<file path="src/rtl/sdram_pkg.sv">
// Shared types for the SDRAM refresh scheduler: command encoding, scheduler
// states and the refresh postpone limit.
package sdram_pkg;

  typedef enum logic [1:0] {
    CMD_NOP           = 2'd0,
    CMD_PRECHARGE_ALL = 2'd1,
    CMD_AUTO_REFRESH  = 2'd2,
    CMD_LOAD_MODE     = 2'd3
  } sdram_cmd_t;

  typedef enum logic [3:0] {
    ST_PWRUP     = 4'd0,
    ST_INIT_PRE  = 4'd1,
    ST_INIT_TRP  = 4'd2,
    ST_INIT_REF  = 4'd3,
    ST_INIT_TRFC = 4'd4,
    ST_INIT_MRS  = 4'd5,
    ST_INIT_TMRD = 4'd6,
    ST_IDLE      = 4'd7,
    ST_ACCESS    = 4'd8,
    ST_REF       = 4'd9,
    ST_TRFC_WAIT = 4'd10
  } sched_state_t;

  localparam int unsigned PEND_W       = 4;
  localparam int unsigned MAX_POSTPONE = 8;

  function automatic int unsigned max_u(input int unsigned a, input int unsigned b);
    return (a > b) ? a : b;
  endfunction

  // A10 selects all banks for PRECHARGE; LOAD MODE carries the mode word.
  function automatic logic [12:0] cmd_addr(input sdram_cmd_t c, input logic [12:0] mode_word);
    case (c)
      CMD_PRECHARGE_ALL: cmd_addr = 13'h0400;
      CMD_LOAD_MODE:     cmd_addr = mode_word;
      default:           cmd_addr = 13'h0000;
    endcase
  endfunction

endpackage

</file>
<file path="src/rtl/sdram_refresh_timer.sv">
// Refresh interval down-counter with a saturating count of owed refreshes
// and a sticky overflow flag.
module sdram_refresh_timer
  import sdram_pkg::*;
#(
  parameter int unsigned REFRESH_INTERVAL = 195
) (
  input  logic              clk_i,
  input  logic              rst_i,
  input  logic              run_i,
  input  logic              issue_i,
  output logic [PEND_W-1:0] pending_o,
  output logic              overflow_o
);

  localparam int unsigned       CNT_W    = (REFRESH_INTERVAL > 1) ? $clog2(REFRESH_INTERVAL) : 1;
  localparam logic [CNT_W-1:0]  RELOAD   = CNT_W'(REFRESH_INTERVAL - 1);
  localparam logic [PEND_W-1:0] PEND_MAX = PEND_W'(MAX_POSTPONE);

  logic [CNT_W-1:0]  cnt_q, cnt_d;
  logic [PEND_W-1:0] pend_q, pend_d;
  logic              ovf_q, ovf_d;
  logic              tick_s;

  always_comb begin
    tick_s = run_i && (cnt_q == '0);
    cnt_d  = cnt_q;
    pend_d = pend_q;
    ovf_d  = ovf_q;
    if (run_i) begin
      cnt_d = tick_s ? RELOAD : cnt_q - 1'b1;
    end else begin
      cnt_d = cnt_q;
    end
    // A tick and an issued refresh in the same cycle cancel out.
    if (tick_s && !issue_i) begin
      if (pend_q == PEND_MAX) begin
        ovf_d = 1'b1;
      end else begin
        pend_d = pend_q + 1'b1;
      end
    end else if (!tick_s && issue_i && (pend_q != '0)) begin
      pend_d = pend_q - 1'b1;
    end else begin
      pend_d = pend_q;
    end
  end

  always_ff @(posedge clk_i) begin
    if (rst_i) begin
      cnt_q  <= RELOAD;
      pend_q <= '0;
      ovf_q  <= 1'b0;
    end else begin
      cnt_q  <= cnt_d;
      pend_q <= pend_d;
      ovf_q  <= ovf_d;
    end
  end

  assign pending_o  = pend_q;
  assign overflow_o = ovf_q;

endmodule

</file>
<file path="src/rtl/sdram_refresh_scheduler.sv">
// Power-up sequencing, periodic AUTO REFRESH and arbitration of the SDRAM
// command bus between refresh and the Zorro III access sequencer.
module sdram_refresh_scheduler
  import sdram_pkg::*;
#(
  parameter int unsigned INIT_WAIT        = 5000,
  parameter int unsigned REFRESH_INTERVAL = 195,
  parameter int unsigned INIT_REFRESHES   = 8,
  parameter int unsigned TRP              = 1,
  parameter int unsigned TRFC             = 3,
  parameter int unsigned TMRD             = 2,
  parameter int unsigned URGENT           = 4,
  parameter logic [12:0] MODE_WORD        = 13'h020
) (
  input  logic        CLK,
  input  logic        RESET,
  input  logic        access_req,
  input  logic        access_done,
  output logic        grant,
  output logic [1:0]  cmd,
  output logic [12:0] ma,
  output logic        cke,
  output logic        init_done,
  output logic [3:0]  refresh_pending,
  output logic        refresh_overflow
);

  localparam int unsigned WAIT_MAX = max_u(max_u(INIT_WAIT, TRP), max_u(TRFC, TMRD));
  localparam int unsigned CNT_W    = $clog2(WAIT_MAX + 1);
  localparam int unsigned RC_W     = $clog2(INIT_REFRESHES + 1);

  // Wait states assume TRP, TRFC and TMRD are at least 1.
  localparam logic [CNT_W-1:0]  PWRUP_LAST = CNT_W'(INIT_WAIT - 1);
  localparam logic [CNT_W-1:0]  CKE_ON     = CNT_W'((INIT_WAIT >= 2) ? INIT_WAIT - 2 : 0);
  localparam logic [CNT_W-1:0]  TRP_LAST   = CNT_W'(TRP - 1);
  localparam logic [CNT_W-1:0]  TRFC_LAST  = CNT_W'(TRFC - 1);
  localparam logic [CNT_W-1:0]  TMRD_LAST  = CNT_W'(TMRD - 1);
  localparam logic [RC_W-1:0]   INIT_REFS  = RC_W'(INIT_REFRESHES);
  localparam logic [PEND_W-1:0] URGENT_L   = PEND_W'(URGENT);

  sched_state_t      state_q, state_d;
  logic [CNT_W-1:0]  cnt_q, cnt_d;
  logic [RC_W-1:0]   rcnt_q, rcnt_d;
  logic              init_done_q, init_done_d;
  logic              grant_q, grant_d;
  sdram_cmd_t        cmd_q, cmd_d;
  logic [12:0]       ma_q, ma_d;
  logic              cke_q, cke_d;
  logic [PEND_W-1:0] pend_s;
  logic              ovf_s;
  logic              ref_issue_s;
  logic              urgent_s;

  assign ref_issue_s = (state_q == ST_REF);
  assign urgent_s    = (pend_s >= URGENT_L);

  sdram_refresh_timer #(
    .REFRESH_INTERVAL(REFRESH_INTERVAL)
  ) u_timer (
    .clk_i      (CLK),
    .rst_i      (RESET),
    .run_i      (init_done_q),
    .issue_i    (ref_issue_s),
    .pending_o  (pend_s),
    .overflow_o (ovf_s)
  );

  always_ff @(posedge CLK) begin
    if (RESET) begin
      state_q     <= ST_PWRUP;
      cnt_q       <= '0;
      rcnt_q      <= '0;
      init_done_q <= 1'b0;
      grant_q     <= 1'b0;
      cmd_q       <= CMD_NOP;
      ma_q        <= 13'h0000;
      cke_q       <= 1'b0;
    end else begin
      state_q     <= state_d;
      cnt_q       <= cnt_d;
      rcnt_q      <= rcnt_d;
      init_done_q <= init_done_d;
      grant_q     <= grant_d;
      cmd_q       <= cmd_d;
      ma_q        <= ma_d;
      cke_q       <= cke_d;
    end
  end

  always_comb begin
    state_d     = state_q;
    cnt_d       = cnt_q;
    rcnt_d      = rcnt_q;
    init_done_d = init_done_q;
    case (state_q)
      ST_PWRUP: begin
        if (cnt_q == PWRUP_LAST) begin
          state_d = ST_INIT_PRE;
          cnt_d   = '0;
        end else begin
          cnt_d = cnt_q + 1'b1;
        end
      end
      ST_INIT_PRE: begin
        state_d = ST_INIT_TRP;
        cnt_d   = '0;
      end
      ST_INIT_TRP: begin
        if (cnt_q == TRP_LAST) begin
          state_d = ST_INIT_REF;
          cnt_d   = '0;
        end else begin
          cnt_d = cnt_q + 1'b1;
        end
      end
      ST_INIT_REF: begin
        state_d = ST_INIT_TRFC;
        cnt_d   = '0;
        rcnt_d  = rcnt_q + 1'b1;
      end
      ST_INIT_TRFC: begin
        if (cnt_q == TRFC_LAST) begin
          cnt_d   = '0;
          state_d = (rcnt_q == INIT_REFS) ? ST_INIT_MRS : ST_INIT_REF;
        end else begin
          cnt_d = cnt_q + 1'b1;
        end
      end
      ST_INIT_MRS: begin
        state_d = ST_INIT_TMRD;
        cnt_d   = '0;
      end
      ST_INIT_TMRD: begin
        if (cnt_q == TMRD_LAST) begin
          state_d     = ST_IDLE;
          cnt_d       = '0;
          init_done_d = 1'b1;
        end else begin
          cnt_d = cnt_q + 1'b1;
        end
      end
      ST_IDLE: begin
        if (access_req && !urgent_s) begin
          state_d = ST_ACCESS;
        end else if (pend_s != '0) begin
          state_d = ST_REF;
        end else begin
          state_d = ST_IDLE;
        end
      end
      ST_ACCESS: begin
        if (access_done) begin
          state_d = ST_IDLE;
        end else begin
          state_d = ST_ACCESS;
        end
      end
      ST_REF: begin
        state_d = ST_TRFC_WAIT;
        cnt_d   = '0;
      end
      ST_TRFC_WAIT: begin
        // Chain straight into the next refresh unless an access may go first.
        if (cnt_q == TRFC_LAST) begin
          cnt_d = '0;
          if ((pend_s != '0) && (urgent_s || !access_req)) begin
            state_d = ST_REF;
          end else begin
            state_d = ST_IDLE;
          end
        end else begin
          cnt_d = cnt_q + 1'b1;
        end
      end
      default: begin
        state_d = ST_PWRUP;
        cnt_d   = '0;
        rcnt_d  = '0;
      end
    endcase
  end

  always_comb begin
    cmd_d   = CMD_NOP;
    grant_d = 1'b0;
    cke_d   = 1'b1;
    case (state_d)
      ST_PWRUP:                cke_d   = (cnt_d >= CKE_ON);
      ST_INIT_PRE:             cmd_d   = CMD_PRECHARGE_ALL;
      ST_INIT_REF, ST_REF:     cmd_d   = CMD_AUTO_REFRESH;
      ST_INIT_MRS:             cmd_d   = CMD_LOAD_MODE;
      ST_ACCESS:               grant_d = 1'b1;
      default:                 cmd_d   = CMD_NOP;
    endcase
    ma_d = cmd_addr(cmd_d, MODE_WORD);
  end

  assign grant            = grant_q;
  assign cmd              = cmd_q;
  assign ma               = ma_q;
  assign cke              = cke_q;
  assign init_done        = init_done_q;
  assign refresh_pending  = pend_s;
  assign refresh_overflow = ovf_s;

endmodule

</file>
<file path="config.mk">
export PLATFORM = sky130hd
export DESIGN_NAME = sdram_refresh_scheduler
export DESIGN_NICKNAME = d
export VERILOG_FILES = /design/src/rtl/sdram_pkg.sv /design/src/rtl/sdram_refresh_timer.sv /design/src/rtl/sdram_refresh_scheduler.sv
export SDC_FILE = /design/constraint.sdc
export NUM_CORES = 1
export LEC_CHECK = 0
export ABC_AREA = 1
export CORE_MARGIN = 1
export CORE_UTILIZATION = 40
export CTS_BUF_LIST = sky130_fd_sc_hd__clkbuf_8
export DETAILED_ROUTE_END_ITERATION = 8
export MAX_ROUTING_LAYER = met4
export PLACE_DENSITY_LB_ADDON = 0.08
export REMOVE_ABC_BUFFERS = 1
export SLEW_MARGIN = 30
export SYNTH_ARGS = -nofsm -noshare
export SYNTH_HDL_FRONTEND = slang
export SYNTH_SLANG_ARGS = --single-unit
</file>
<file path="constraint.sdc">
create_clock -name CLK -period 2.55 [get_ports CLK]
set_input_delay 0.765 -clock CLK [delete_from_list [all_inputs] [get_ports CLK]]
set_output_delay 0.765 -clock CLK [all_outputs]
set_load 0.05 [all_outputs]
</file>
==> impl_metrics.csv <==
group,metric,value,unit
outcome,status,"complete, no violations",
timing,tns,0,ns
place,dp.cells,587,
final_layout,fin_util,0.4650,
min_path,min_to,"u_timer.overflow_o",
worst_setup_path,r2r-start,"u_timer.cnt_q[0]",
place,placed_cell_area,3223,um2
floorplan,core.rowCount,31,
worst_setup_path,max_stage_delay,0.86,ns
final_layout,n_antenna_cell,0,
global_route,antenna_found_initial,0,
floorplan,fp.coreArea,7292,um2
worst_setup_path,cp-end-kind,"output port",
clocking,cts_buffers,5,
min_path,min_from,"u_timer.overflow_o",
place,dpl.hpwl,5.757,mm
timing,finalSetupViolCount,0,
routing,dr_total_vias,2944,
clocking,cts_sinks,41,
worst_setup_path,path_class,"register to output port",
pwr,power_density,358.3,nW/um2
logic_synthesis,synth-seq-cells,41,
final_layout,fillCellCount,792,
final_layout,area_growth_syn_to_layout,12.31,%
clocking,cts_tree,"done",
worst_setup_path,critPathLaunchType,"register",
timing,relSlewSlack,0.5893,
timing,finalCritPeriodShare,0.9430,
worst_setup_path,path_cells,"clkdlybuf4s50_1",
pwr,finalPower,1.215,mW
worst_setup_path,slowest_stage,"clkdlybuf4s50_1",
timing,max_freq,415.9,MHz
place,place.gp.congestion,0.8466,
floorplan,start_util,0.4140,
timing,slew_violations,0,
global_route,grtUsageTotal,0.2190,
logic_synthesis,synthFlopType,"dfxtp_1",
final_layout,postLayoutCellArea,3391,um2
final_layout,instances_no_fill,599,
timing,tightest_slew,0.6154,ns
logic_synthesis,syn_area_per_cell,6.316,um2
final_layout,layout-drive-gt1-share,0.1500,
global_route,grt_pass1_wl,12.90,mm
clocking,clk_latency,0.30,ns
clocking,cts_buffer_depth,2,
place,post-place-ws,0.06788,ns
logic_synthesis,synthesis.area,3019,um2
final_layout,nNetsFinal,513,
global_route,gr-total-overflow,0,
logic_synthesis,async_flop_share,0,
timing,finalWorstSetupSlack,0.1454,ns
timing,final_hold_viol_count,0,
global_route,grt_pass1_vias,2712,
global_route,grt_max_degree,22,
place,io_buffer_count,15,
timing,holdWs,0.4753,ns
floorplan,die_w,88.88,um
routing,wl,7.699,mm
routing,firstDrtPassIters,5,
routing,drt-initial-drc-count,126,
routing,via_per_inst,4.915,
pwr,p_leak,1.614,nW
routing,antenna_left,0,
logic_synthesis,ys_types,41,
worst_setup_path,crit_required,1.79,ns
worst_setup_path,reg2regPathDepth,15,
run,maxCapViolCount,0,
worst_setup_path,critPathMaxFanout,6,
pwr,vdd_drop_max,0.1774,mV
timing,finalWorstPathRequiredPeriod,2.405,ns
clocking,htreeDepth,2,
logic_synthesis,yosysWarnings,0,
timing,finClkSkew,0.005990,ns
floorplan,die_area,7900,um2
floorplan,die_h,88.88,um
min_path,hold_depth,1,
min_path,worstHoldPathType,"register to register",
floorplan,ios,27,
logic_synthesis,seq_area_frac_synth,0.2719,
worst_setup_path,worst-path-buf-inv,1,
worst_setup_path,cp_data_arrival_time,1.64,ns
worst_setup_path,crit_family,"buffers and inverters",
logic_synthesis,synthCells,478,
routing,wire_per_inst,12.85,um
logic_synthesis,synth-edff-count,0,
worst_setup_path,rrSetupSlack,0.21,ns
routing,remaining_drc_errors,0,
worst_setup_path,rr_endpoint,"u_timer.pending_o[3]",
clocking,cts-root-buf,"clkbuf_8",
clocking,clk_pin_slew,0.08,ns
-- synth_stat cells, drive strengths merged, types with 9 or more instances --
library cell	n	share of area
ha	9	0.037
nor2	62	0.10
inv	65	0.081
o21ai	23	0.041
buf	18	0.044
nand3	48	0.081
nand4	11	0.023
a21oi	23	0.041
nor3	9	0.017
dfxtp	41	0.27
nand2	134	0.17
-- timing repair --
action | 4_1_cts | 5_1_grt
buffers inserted | 0 | 4
hold buffers | 0 | 0
resized for setup | 0 | 14
setup endpoints to repair | 0 | 1
-- cells by family (layout without fill, tap and decap cells) --
kind of cell               count (synthesis)  after routing  synth area share
AOI/OAI and AO/OA                         57             57            0.1086
buffers and inverters                     86             98            0.1314
and+or+nand+nor                          277            277            0.4256
xor gates and xnor gates                   6              6           0.01741
other                                      1             11          0.001242
DFF                                       41             41            0.2719
adders and majority gates                 10             10           0.04393
-- sequential cells by signal (all words and copies together), names as in the netlist, 2 cells and up --
signal	flops
u_timer.cnt_q	8
cmd	2
u_timer.pending_o	4
ma	2
cnt_q	13
rcnt_q	4
state_q	4
-- power by group --
group	total (mW)	leakage, nW	internal, mW	switching, mW
Clock	0.447	0.0439	0.190	0.257
Combinational	0.117	1.24	0.0264	0.0903
Sequential	0.651	0.330	0.644	0.00763
-- worst max path at each step --
stage | from | to | slack [ns] | depth (start not counted)
after floorplan | init_done | u_timer.pending_o[3] | 0.11 | 13
after global placement | access_req | cke | 0.17 | 12
after detailed placement | access_req | cmd[1] | 0.07 | 10
after CTS | u_timer.cnt_q[0] | u_timer.pending_o[3] | 0.14 | 15
after global routing | u_timer.cnt_q[0] | u_timer.pending_o[3] | -0.01 | 15
final | u_timer.pending_o[2] | refresh_pending[2] | 0.15 | 1
-- area by class of cell --
type                    instances  area, um2  area share
inverters                      65      244.0     0.07196
repair buffers                 25      225.2     0.06642
well taps                      99      123.9     0.03653
flip-flops and latches         41      822.0      0.2424
multi-input cells             361       1889      0.5572
clock inverters                 3      17.52    0.005166
clock buffers                   5      68.82     0.02030
-- layout by cell type, fill, tap and decap left out, types with 2 or more instances in the layout --
| cell type | synthesis | final |
|---|---|---|
| nand3_2 | 1 | 2 |
| dfxtp_1 | 41 | 40 |
| nand2_1 | 126 | 124 |
| nor3_1 | 8 | 7 |
| xor2_1 | 5 | 5 |
| nor2_1 | 45 | 43 |
| clkbuf_8 | 1 | 5 |
| o21ai_2 | 2 | 2 |
| ha_4 | 0 | 2 |
| nand3b_1 | 5 | 5 |
| ha_1 | 9 | 7 |
| nand4_1 | 11 | 11 |
| nor2_4 | 6 | 6 |
| o21ai_1 | 6 | 7 |
| a21oi_2 | 2 | 2 |
| clkdlybuf4s50_1 | 0 | 15 |
| nor2_2 | 11 | 13 |
| or2_2 | 3 | 3 |
| nor3_2 | 1 | 2 |
| nand2_2 | 7 | 9 |
| or2_1 | 2 | 2 |
| o211ai_1 | 3 | 3 |
| a21oi_1 | 21 | 21 |
| conb_1 | 1 | 11 |
| and2_1 | 2 | 2 |
| inv_2 | 9 | 12 |
| buf_4 | 14 | 10 |
| nand3_1 | 47 | 46 |
| o21ai_0 | 15 | 14 |
| o21a_1 | 2 | 2 |
| inv_1 | 56 | 53 |
| clkinv_2 | 0 | 2 |
-- metal layers --
layer  up-vias  wire length, um  part of all wire  GRT usage
met5         -                0                 0          -
met4         0               87             0.011    0.04839
met3        12              201             0.026    0.02799
met2        49             3561              0.46     0.3448
met1      1325             3849              0.50     0.2986
li1       1558                -                 -          -
Power figures use the tool's default switching activity.
==> edit: new RTL, config.mk and constraints unchanged <==
The 11 states of `sched_state_t` get a Gray code encoding in 4 bits.
--- a/src/rtl/sdram_pkg.sv
+++ b/src/rtl/sdram_pkg.sv
@@ -10,17 +10,17 @@
   } sdram_cmd_t;
 
   typedef enum logic [3:0] {
-    ST_PWRUP     = 4'd0,
-    ST_INIT_PRE  = 4'd1,
-    ST_INIT_TRP  = 4'd2,
-    ST_INIT_REF  = 4'd3,
-    ST_INIT_TRFC = 4'd4,
-    ST_INIT_MRS  = 4'd5,
-    ST_INIT_TMRD = 4'd6,
-    ST_IDLE      = 4'd7,
-    ST_ACCESS    = 4'd8,
-    ST_REF       = 4'd9,
-    ST_TRFC_WAIT = 4'd10
+    ST_PWRUP     = 4'b0000,
+    ST_INIT_PRE  = 4'b0001,
+    ST_INIT_TRP  = 4'b0011,
+    ST_INIT_REF  = 4'b0010,
+    ST_INIT_TRFC = 4'b0110,
+    ST_INIT_MRS  = 4'b0111,
+    ST_INIT_TMRD = 4'b0101,
+    ST_IDLE      = 4'b0100,
+    ST_ACCESS    = 4'b1100,
+    ST_REF       = 4'b1101,
+    ST_TRFC_WAIT = 4'b1111
   } sched_state_t;
 
   localparam int unsigned PEND_W       = 4;
Check against the original RTL: same outputs for any inputs over 10 cycles, from zero or initial values and one cycle with RESET high; not proved beyond that.
==> edit against the unedited design <==
- setup slack worse by 63 ps
- power up 5.5%
- sequential cell count unchanged
- largest cell class unchanged
- largest power group unchanged
- hold slack worse by 8.6 ps
- synthesized area down 2.5%
- cell area down 1.8%
- wire length down 11%
- sequential share of layout area up 0.46 points
==> edit: results <==
metrics = {
    "detailed_routing": {
        "drt_pre_antenna_iters": 4,
        "routed_wl_um": 6840,
    },
    "clock_network": {
        "clkLatencyLatePin_ps": 300,
        "cts_buffer_depth": 2,
    },
    "outcome": {
        "status": "finished, final reports clean",
    },
    "critical_path": {
        "cp_top_family": "simple AND/OR/NAND/NOR gates",
        "cp_slowest_stage_delay_ps": 320,
        "arrival_ps": 2650,
        "crit_end": "u_timer.pending_o[3]$_SDFFE_PP0P_",
        "r2r_slack_ps": 80,
        "crit_fanout": 3,
        "crit_slowest_cell": "dfxtp_2",
        "critPathLaunchType": "flop",
    },
    "cells_and_area": {
        "fin_nets": 487,
        "utilization_pct": 47.9,
        "fill_cells": 713,
        "drive_gt1_share_pct": 15.0,
    },
    "min_path": {
        "hp-start": "u_timer.cnt_q[6]$_SDFFE_PP1P_",
        "hold_end": "u_timer.cnt_q[6]$_SDFFE_PP1P_",
        "holdPathStages": 2,
    },
    "sta": {
        "worst_pin_slew_ps": 508,
        "fin_worst_skew_ps": 9.61,
    },
    "synth": {
        "ys_top_cells_by_count": "nand2_1 (100), nor2_1 (63), inv_1 (57)",
        "ys_top_cells_by_area": "dfxtp_1 (28%), nand2_1 (13%), nor2_1 (8.0%)",
        "ys_seq_area_share_pct": 27.9,
        "synth_cell_type_count": 43,
    },
    "place": {
        "placedInstanceArea_mm2": 0.00316,
        "dp_hpwl_um": 5310,
    },
    "power_and_ir_drop": {
        "peakVddDrop_uv": 180,
        "power.leakage_nw": 1.62,
    },
    "global_route": {
        "grt_max_degree": 18,
        "grt_pass1_vias": 2477,
        "grt_pass1_wl_um": 11300,
        "grt_util_all_layers_pct": 19.6,
    },
}
-- edit: area by class of cell --
cell class                      count  area share (%)
Multi-Input combinational cell    337            54.9
Sequential cell                    41            24.7
Inverter                           66            7.44
Timing Repair Buffer               22            6.20
Tap cell                           96            3.61
Clock buffer                        5            2.07
Clock inverter                      2            1.05
-- edit: through the flow --
step,TNS (ps),instances,worst slack (ps),total power [W],hold WS (ps)
2_1_floorplan,-99.7,444,-99.7,0.000743,429
3_3_place_gp,0,559,209,0.000769,451
3_5_place_dp,0,559,131,0.000769,448
4_1_cts,0,566,123,0.00130,469
5_1_grt,-61.7,569,-61.7,0.00133,496
6_report,0,569,82.7,0.00128,467
-- edit: cells by family (layout without fill, tap and decap cells) --
| logic type | Yosys count | after routing | share of synthesized area, % |
|---|---|---|---|
| and+or+nand+nor | 260 | 260 | 42.9 |
| buffers and inverters | 81 | 95 | 12.4 |
| AOI/OAI and AO/OA | 47 | 47 | 9.48 |
| DFF | 41 | 41 | 27.9 |
| adders and majority gates | 10 | 10 | 4.51 |
| xor gates and xnor gates | 9 | 9 | 2.68 |
| other | 1 | 11 | 0.127 |
-- edit: routing by layer --
metal	vias to the layer above	track usage (%)	part of all wire [%]
li1	1446	-	-
met1	1231	25.6	49
met2	66	31.1	46
met3	8	3.20	3.9
met4	0	5.81	1.4
met5	-	-	0
-- edit: report_power, final --
part	internal [W]	switching [W]	leakage, nW
registers	0.000644	0.00000646	0.331
logic	0.0000237	0.0000802	1.23
clock network	0.000285	0.000242	0.0540
total	0.000952	0.000329	1.62
-- edit: timing repair --
action / CTS / global route
endpoints found under the setup margin: 0 / 1
setup buffers: 0 / 3
resized for setup: 0 / 8
